--- config.mk ---
export PLATFORM = sky130hd
export DESIGN_NAME = thumb_fetch_flat
export DESIGN_NICKNAME = d
export VERILOG_FILES = /design/src/rtl/fetch_pkg.sv /design/src/rtl/thumb_fetch_if.sv /design/src/rtl/fetch_queue.sv /design/src/rtl/thumb_fetch.sv /design/src/flat_wrapper.sv
export SDC_FILE = /design/constraint.sdc
export NUM_CORES = 1
export LEC_CHECK = 0
export ABC_AREA = 1
export BUFFER_PORTS_ARGS = -buffer_cell sky130_fd_sc_hd__buf_2
export CAP_MARGIN = 20
export CORE_MARGIN = 4
export CORE_UTILIZATION = 54
export DETAILED_ROUTE_END_ITERATION = 10
export PLACE_DENSITY = 0.74
export RECOVER_POWER = 50
export SETUP_SLACK_MARGIN = 0.15
export SYNTH_ARGS = -nofsm -noshare
export SYNTH_HDL_FRONTEND = slang
export SYNTH_SLANG_ARGS = --single-unit
--- constraint.sdc ---
create_clock -name clk -period 4.9 [get_ports clk]
set_clock_uncertainty 0.2 [all_clocks]
set_input_delay 0.49 -clock clk [delete_from_list [all_inputs] [get_ports clk]]
set_output_delay 0.49 -clock clk [all_outputs]
set_load 0.05 [all_outputs]
--- src/rtl/fetch_pkg.sv ---
`default_nettype none
// ============================================================================
// Module   : fetch_pkg
// Purpose  : Shared widths, reset default and queue-entry type for thumb_fetch.
// Revision : 1.0 - initial release
// ============================================================================
package fetch_pkg;

  localparam int INDEX_W = 32;
  localparam int INSTR_W = 16;

  localparam logic [INDEX_W-1:0] DEFAULT_RESET_INDEX = '0;

  typedef struct packed {
    logic [INDEX_W-1:0] index;
    logic [INSTR_W-1:0] instr;
  } fetch_entry_t;

  // Halfword index increment; wraps naturally at 2^32.
  function automatic logic [INDEX_W-1:0] next_index(input logic [INDEX_W-1:0] idx);
    return idx + INDEX_W'(1);
  endfunction

endpackage
`default_nettype wire

--- src/rtl/thumb_fetch_if.sv ---
`default_nettype none
// ============================================================================
// Module   : thumb_fetch_if
// Purpose  : Branch, icache and decode-side signals of the Thumb fetch stage.
// Revision : 1.0 - initial release
// ============================================================================
interface thumb_fetch_if;
  import fetch_pkg::*;

  logic               branch_valid;
  logic [INDEX_W-1:0] branch_target;
  logic               ic_not_enable;
  logic [INDEX_W-1:0] ic_index;
  logic [INSTR_W-1:0] ic_data;
  logic               instr_valid;
  logic [INSTR_W-1:0] instr;
  logic [INDEX_W-1:0] instr_index;
  logic               instr_ready;

  // Fetch stage side.
  modport master (
    input  branch_valid, branch_target, ic_data, instr_ready,
    output ic_not_enable, ic_index, instr_valid, instr, instr_index
  );

  // Environment side: branch unit, icache and decode.
  modport slave (
    output branch_valid, branch_target, ic_data, instr_ready,
    input  ic_not_enable, ic_index, instr_valid, instr, instr_index
  );

endinterface
`default_nettype wire

--- src/rtl/fetch_queue.sv ---
`default_nettype none
// ============================================================================
// Module   : fetch_queue
// Purpose  : Synchronous prefetch FIFO of {index, instr} entries with flush.
// Revision : 1.0 - initial release
// ============================================================================
module fetch_queue
  import fetch_pkg::*;
#(
  parameter  int DEPTH = 4,
  localparam int PTR_W = $clog2(DEPTH),
  localparam int CNT_W = PTR_W + 1
) (
  input  logic               clk,
  input  logic               rst,
  input  logic               i_push,
  input  fetch_entry_t       i_push_entry,
  input  logic               i_pop,
  input  logic               i_flush,
  output logic [CNT_W-1:0]   o_count,
  output logic               o_empty,
  output fetch_entry_t       o_head
);

  fetch_entry_t     r_mem [DEPTH];
  logic [PTR_W-1:0] r_rd_ptr;
  logic [PTR_W-1:0] r_wr_ptr;
  logic [CNT_W-1:0] r_count;
  logic             w_do_push;
  logic             w_do_pop;

  assign w_do_pop  = i_pop && (r_count != '0);
  assign w_do_push = i_push && ((r_count != CNT_W'(DEPTH)) || w_do_pop);

  // DEPTH is a power of two, so the pointers wrap on their own.
  always_ff @(posedge clk) begin
    if (rst) begin
      r_rd_ptr <= '0;
      r_wr_ptr <= '0;
      r_count  <= '0;
      for (int i = 0; i < DEPTH; i++) begin
        r_mem[i] <= '0;
      end
    end else if (i_flush) begin
      r_rd_ptr <= '0;
      r_wr_ptr <= '0;
      r_count  <= '0;
    end else begin
      if (w_do_push) begin
        r_mem[r_wr_ptr] <= i_push_entry;
        r_wr_ptr        <= r_wr_ptr + PTR_W'(1);
      end
      if (w_do_pop) begin
        r_rd_ptr <= r_rd_ptr + PTR_W'(1);
      end
      case ({w_do_push, w_do_pop})
        2'b10:   r_count <= r_count + CNT_W'(1);
        2'b01:   r_count <= r_count - CNT_W'(1);
        default: r_count <= r_count;
      endcase
    end
  end

  assign o_count = r_count;
  assign o_empty = (r_count == '0);
  assign o_head  = r_mem[r_rd_ptr];

endmodule
`default_nettype wire

--- src/rtl/thumb_fetch.sv ---
`default_nettype none
// ============================================================================
// Module   : thumb_fetch
// Purpose  : Halfword fetch stage feeding decode from icache via a prefetch
//            queue; FETCH_BYPASS_EN lets an empty queue forward the response.
// Revision : 1.0 - initial release
// ============================================================================
module thumb_fetch
  import fetch_pkg::*;
#(
  parameter logic [INDEX_W-1:0] RESET_INDEX = DEFAULT_RESET_INDEX,
  parameter int                 QUEUE_DEPTH = 4
) (
  input  logic          clk,
  input  logic          reset,
  thumb_fetch_if.master bus
);

  localparam int c_cnt_w = $clog2(QUEUE_DEPTH) + 1;

  logic [INDEX_W-1:0] r_fetch_idx;
  logic [INDEX_W-1:0] r_inflight_idx;
  logic               r_inflight;

  logic [c_cnt_w-1:0] w_count;
  logic [c_cnt_w:0]   w_occupancy;
  logic               w_q_empty;
  fetch_entry_t       w_head;
  fetch_entry_t       w_resp_entry;
  fetch_entry_t       w_out;
  logic               w_issue;
  logic               w_resp;
  logic               w_push;
  logic               w_pop;
  logic               w_valid;

  // Space is reserved for the in-flight read; a same-cycle pop is not credited.
  assign w_occupancy = {1'b0, w_count} + {{c_cnt_w{1'b0}}, r_inflight};
  assign w_issue     = !reset && !bus.branch_valid
                       && (w_occupancy < (c_cnt_w + 1)'(QUEUE_DEPTH));

  // A response is squashed by a branch or reset in its arrival cycle.
  assign w_resp       = r_inflight && !bus.branch_valid && !reset;
  assign w_resp_entry = '{index: r_inflight_idx, instr: bus.ic_data};

`ifdef FETCH_BYPASS_EN
  logic w_bypass;
  assign w_bypass = w_resp && w_q_empty;
  assign w_valid  = !reset && (!w_q_empty || w_bypass);
  assign w_out    = w_bypass ? w_resp_entry : w_head;
  assign w_push   = w_resp && !(w_bypass && bus.instr_ready);
`else
  assign w_valid  = !reset && !w_q_empty;
  assign w_out    = w_head;
  assign w_push   = w_resp;
`endif

  assign w_pop = w_valid && bus.instr_ready && !w_q_empty;

  fetch_queue #(
    .DEPTH (QUEUE_DEPTH)
  ) u_queue (
    .clk          (clk),
    .rst          (reset),
    .i_push       (w_push),
    .i_push_entry (w_resp_entry),
    .i_pop        (w_pop),
    .i_flush      (bus.branch_valid),
    .o_count      (w_count),
    .o_empty      (w_q_empty),
    .o_head       (w_head)
  );

  always_ff @(posedge clk) begin
    if (reset) begin
      r_fetch_idx    <= RESET_INDEX;
      r_inflight     <= 1'b0;
      r_inflight_idx <= '0;
    end else if (bus.branch_valid) begin
      r_fetch_idx <= bus.branch_target;
      r_inflight  <= 1'b0;
    end else begin
      r_inflight <= w_issue;
      if (w_issue) begin
        r_inflight_idx <= r_fetch_idx;
        r_fetch_idx    <= next_index(r_fetch_idx);
      end
    end
  end

  assign bus.ic_not_enable = !w_issue;
  assign bus.ic_index      = r_fetch_idx;
  assign bus.instr_valid   = w_valid;
  assign bus.instr         = reset ? '0 : w_out.instr;
  assign bus.instr_index   = reset ? '0 : w_out.index;

endmodule
`default_nettype wire

--- src/flat_wrapper.sv ---
// flat-port wrapper written by rule: the top's interface ports become plain ports
module thumb_fetch_flat import fetch_pkg::*;
#(
  parameter logic [INDEX_W-1:0] RESET_INDEX = DEFAULT_RESET_INDEX,
  parameter int                 QUEUE_DEPTH = 4
)
  (clk, reset, bus_branch_valid, bus_branch_target, bus_ic_data, bus_instr_ready, bus_ic_not_enable, bus_ic_index, bus_instr_valid, bus_instr, bus_instr_index);
  thumb_fetch_if bus_i ();
  input  logic clk;
  input  logic reset;
  input wire logic [$bits(bus_i.branch_valid)-1:0] bus_branch_valid;
  input wire logic [$bits(bus_i.branch_target)-1:0] bus_branch_target;
  input wire logic [$bits(bus_i.ic_data)-1:0] bus_ic_data;
  input wire logic [$bits(bus_i.instr_ready)-1:0] bus_instr_ready;
  output wire logic [$bits(bus_i.ic_not_enable)-1:0] bus_ic_not_enable;
  output wire logic [$bits(bus_i.ic_index)-1:0] bus_ic_index;
  output wire logic [$bits(bus_i.instr_valid)-1:0] bus_instr_valid;
  output wire logic [$bits(bus_i.instr)-1:0] bus_instr;
  output wire logic [$bits(bus_i.instr_index)-1:0] bus_instr_index;
  assign bus_i.branch_valid = bus_branch_valid;
  assign bus_i.branch_target = bus_branch_target;
  assign bus_i.ic_data = bus_ic_data;
  assign bus_i.instr_ready = bus_instr_ready;
  assign bus_ic_not_enable = bus_i.ic_not_enable;
  assign bus_ic_index = bus_i.ic_index;
  assign bus_instr_valid = bus_i.instr_valid;
  assign bus_instr = bus_i.instr;
  assign bus_instr_index = bus_i.instr_index;
  thumb_fetch #(.RESET_INDEX(RESET_INDEX), .QUEUE_DEPTH(QUEUE_DEPTH)) u_core (.clk(clk), .reset(reset), .bus(bus_i));
endmodule
# Word-level counts from Yosys, hierarchy flattened

Memory sizes are Yosys's and may differ from the RTL's. A register that Yosys moved wholly into a read port is not among the register bits.
Index checks and enable logic that the tools add are counted.

Bitwise operators: 1
Reductions and logical operators: 21
Add/subtract/negate cells: 6
Multiplexer cells: 16
Equal/unequal tests: 3
Magnitude comparators: 1

Operators by type and width:

| kind                                                                         | count |
|---|---|
| 32-bit 2-to-1 mux                                                            | 3 |
| 48-bit 2-to-1 mux                                                            | 1 |
| 48-bit OR reduction                                                          | 1 |
| 32-bit by 1-bit adder with 32-bit output, second input constant              | 1 |
| 16-bit 2-to-1 mux                                                            | 1 |
| 1-bit logical AND                                                            | 9 |
| 1-bit 2-to-1 mux                                                             | 7 |
| 2-bit 2-to-1 mux                                                             | 3 |
| 3-bit one-hot mux with 2 select lines                                        | 1 |
| 2-bit by 1-bit adder with 2-bit output, second input constant                | 2 |
| 3-bit by 1-bit adder with 4-bit output                                       | 1 |
| 1-bit zero test                                                              | 4 |
| 4-bit by 3-bit less-than comparator with 1-bit output, second input constant | 1 |
| 2-bit nonzero test                                                           | 2 |
| 3-bit by 1-bit adder with 3-bit output, second input constant                | 1 |
| 3-bit zero test                                                              | 1 |
| 3-bit != test, second input constant                                         | 1 |
| 3-bit nonzero test                                                           | 1 |
| 3-bit by 1-bit subtractor with 3-bit output, second input constant           | 1 |
| 2-bit by 1-bit == test with 1-bit output, second input constant              | 1 |
| 2-bit == test, second input constant                                         | 1 |
| 2-bit AND reduction                                                          | 1 |
| 2-bit OR reduction                                                           | 1 |
| 1-bit logical OR                                                             | 1 |
| 1-bit NOT                                                                    | 1 |

Memory bits (writable): 192
Memories: 1
Register bits: 72
Word-level logic and storage cells: 55
Output and inout bits: 82
Input bits: 52

Memories:

| name                 | words | width | rd ports | clocked after memory_dff | wr ports | RTL line          | text |
|---|---|---|---|---|---|---|---|
| u_core.u_queue.r_mem | 4     | 48    | 1        | 1                        | 4        | fetch_queue.sv:25 | `fetch_entry_t r_mem [DEPTH];` |

# Logic depth before layout (Yosys ltp)

Depth after elaboration: 14
Depth in mapped cells: 10
Gate-level depth less buffers: 10

# Cells and area by module

A second synthesis with hierarchy kept.

Cells, all modules: 1480
Area total of the unflattened synthesis: 12554.5 sq um

Modules (own cells, without submodules):

| module      | cells an instance | times used | area an instance (sq um) |
|---|---|---|---|
| fetch_queue | 838               | 1          | 8702.1 |
| thumb_fetch | 642               | 1          | 3852.4 |

# Worst setup path after synthesis

OpenSTA, ideal clock, no wires.

Path kind: input to register
From: input reset
To: memory u_core.u_queue.r_mem[1][0] in the netlist's numbering (enable)
Arrival: 2.529 ns
Path slack: 1.764 ns
Path buffers: 3
Library setup time: 0.407 ns
Cell stages on the path: 10
Cell sequence: buf_4 > nor2_8 > nand2_2 > inv_2 > nand2_4 > nor2_2 > nand2_1 > buf_4 > buf_6 > nand2_1

RTL lines:

| element         | RTL line           | text |
|---|---|---|
| start, declared | flat_wrapper.sv:10 | `input logic reset;` |
| end, declared   | fetch_queue.sv:25  |  |

==> qor.txt <==
H-tree levels -> 1
Status -> finished clean
Final hold vios -> 0
Critical Path RT -> 4.87 ns
Synth cell types -> 38
Iteration-0 DRC Markers -> 843
Minimum clock period -> 3.88 ns
Adder-cell area share of the yosys netlist -> 0.267%
Nets -> 1,543
Placed wire-length estimate -> 17.8 mm
Final setup margin -> 1.02 ns
Cell count of the worst hold path -> 3
Most common cell after layout, fill and taps aside -> nor2_1
Core area -> 22,000 um^2
Largest family of logic cells by synthesized area -> simple AND/OR/NAND/NOR gates
Setup WS pre-CTS -> 1.41 ns
Clk root buf -> clkbuf_16
Number of setup buffers added after CTS -> 0
HP Start -> bus_branch_target[12]
Post-synth top area cell -> edfxtp_1
CP max FO -> 51
Die area -> 25,000 um^2
Fmax -> 258 MHz
Reg clk slew, reported paths -> 0.06 ns
Die Wd -> 158 um
Overall Power -> 5.14 mW
Compound-Gate Fraction of Synth Area -> 11.4%
Power per cell area -> 374 nW/um^2
Synth area leaders -> edfxtp_1 47%, nor2_1 13%, dfxtp_1 12%, o21ai_0 5.6%, nand2_1 4.6%
Number of I/O pins -> 134
# fillers -> 1,869
Clock Tree Buf Depth -> 3
R2R setup slack -> 1.58 ns
Initial antenna violation count -> 1
Largest net degree at the start of global routing -> 97
DR WL/cell -> 16.0 um
Final core utilization -> 62.5%
FF-to-FF End -> u_core.u_queue.r_mem[0][8]
PortBufs -> 133
Share of synthesized registers carrying an async set or reset -> 0%
CTS tree -> yes
Number of max-cap violations -> 0
Hold endpoint -> u_core.bus.ic_index[12]
Setup violations, final -> 0
Sequential fraction of the synthesis area -> 59.5%
Dpl cells -> 1,740
Number of remaining DRC errors -> 0
Worst slew pin tran -> 1.41 ns
RSZ-0062 raised after global routing -> no
Remaining antenna violation count -> 0
Layout cells sized above 1 -> 11.3%
Syn nets -> 1,447
Most frequent cells in the layout -> 439 x nor2_1, 192 x edfxtp_1, 144 x nand2_1, 139 x o21ai_0, 113 x inv_1
Hold_buf cts -> 0
Seq cells post-synth -> 266
R2R cell count -> 9
Post-Route WL -> 28.7 mm
Placer Congestion -> 0.871
Initial core utilization -> 55.3%
Final Non-Filler Cells -> 1,789
Number of global-route vias before repair -> 9,181
LEAKAGE -> 5.38 nW
Routed vias -> 9,655
Area growth syn-to-layout -> 13.1%
Drt first pass iters -> 5
Top cell type's share of synthesized area -> 47.3%
Setup_tns -> 0 ns
Slew headroom -> 6.14%
Final worst path period share -> 79.1%
Main synth FF type -> edfxtp_1
R2R Path Start -> u_core.u_queue.o_count[0]
IR drop worst, VDD -> 0.280 mV
Avg Cell Area, Syn -> 8.74 um^2
CP Capture Type -> flip-flop
Worst EP arrival -> 3.85 ns
Crit start category -> input pin
Hold Crit Class -> input pin to flip-flop
TritonCTS buffer count -> 27
Setup Crit Path Kind -> input pin to flip-flop
Die Y-Extent -> 158 um
Synth Area in Simple Gates -> 21.6%
PostCTS Resize Cnt -> 0
Row count -> 54
Synth Area in XOR/XNOR -> 0.360%
Max Transition Viols Final -> 0
Post-Syn Area -> 12,200 um^2
Worst-Skew Late Latency -> 0.51 ns
Post-synth EDFFs -> 192
Gr usage total -> 22.9%
Clock Sinks -> 266
Global-route wire length before repair -> 46.0 mm
Vias per cell -> 5.40
Cells after Synth -> 1,393
GRT overflow -> 0
Warnings, synthesis -> 0
Mux contribution to synthesized area -> 0%
-- per-layer routing --
metal,GRT usage (%),vias to the layer above,part of all wire (%)
met5,0,-,0
met4,5.20,0,1.2
met3,3.14,32,9.4
met2,38.6,452,48
met1,32.0,4413,41
li1,-,4758,-
-- stage by stage --
stage,hold WS [ns],cell area [um^2]
after CTS,0.0300,13900
after detailed placement,0.288,12900
after global placement,0.284,12900
after floorplan,0.251,12200
final,0.0437,13800
after global routing,0.0393,13800
-- critical path, stage by stage --
cell and delay (ns):
clkbuf_1 0.55, nor2_1 0.67, nand2_2 0.13, inv_1 0.18
nand2_4 0.37, nor2_1 0.32, nand2_1 0.12, nand2_2 0.50
buf_4 0.47
-- Yosys cell counts, types with 2 or more instances --
master,n
o21a_1,3
o21ai_1,13
dfxtp_1,74
a31oi_1,5
a21oi_1,98
inv_1,111
nand2_1,148
nand3b_1,7
nor2_1,435
buf_4,4
clkbuf_1,41
xor2_1,4
edfxtp_1,192
nand4_1,10
nand2_2,2
o21ai_0,136
nor2_2,6
nor3_1,3
nand3_1,36
buf_2,27
buf_1,4
a211oi_1,8
buf_6,6
inv_2,6
-- power by group --
part	switching, mW	internal (mW)
logic	0.337	0.0992
registers	0.0505	2.50
clock network	0.811	1.34
-- area by class of cell --
| cell class | count | area, um^2 | share of cell area, % |
|---|---|---|---|
| well taps | 280 | 350 | 2.54 |
| diodes | 1 | 2.50 | 0.0182 |
| flip-flops and latches | 266 | 7250 | 52.7 |
| clock inverters | 11 | 203 | 1.47 |
| clock buffers | 37 | 723 | 5.25 |
| repair buffers | 149 | 743 | 5.40 |
| multi-input cells | 928 | 4060 | 29.5 |
| inverters | 117 | 439 | 3.19 |
-- worst max-delay path by stage --
stage | start | slack (ns) | cells after the start | end
floorplan | reset | 1.76 | 10 | u_core.u_queue.r_mem[1][0]
global placement | bus_branch_valid | 1.44 | 9 | u_core.u_queue.r_mem[2][5]
detailed placement | bus_branch_valid | 1.41 | 9 | u_core.u_queue.r_mem[0][10]
CTS | flip-flop | 1.57 | 5 | bus_instr_index[1]
global route | bus_branch_valid | 0.78 | 9 | u_core.u_queue.r_mem[0][12]
finish | bus_branch_valid | 1.02 | 9 | u_core.u_queue.r_mem[0][8]
-- sequential cells by signal, summed over array words and instances (netlist names), named ones only --
| signal | count |
|---|---|
| u_core.bus.ic_index | 32 |
| u_core.u_queue.r_mem | 192 |
| u_core.r_inflight_idx | 32 |
| u_core.u_queue.r_rd_ptr | 2 |
| u_core.u_queue.r_wr_ptr | 2 |
| u_core.r_inflight | 1 |
| u_core.u_queue.o_count | 3 |
-- logic make-up after synthesis --
| logic type | Yosys count |
|---|---|
| buf+inv | 199 |
| xor+xnor | 5 |
| fa+ha+maj | 2 |
| simple gates | 653 |
| compound gates | 268 |
| flops | 266 |
Power figures use the tool's default switching activity.
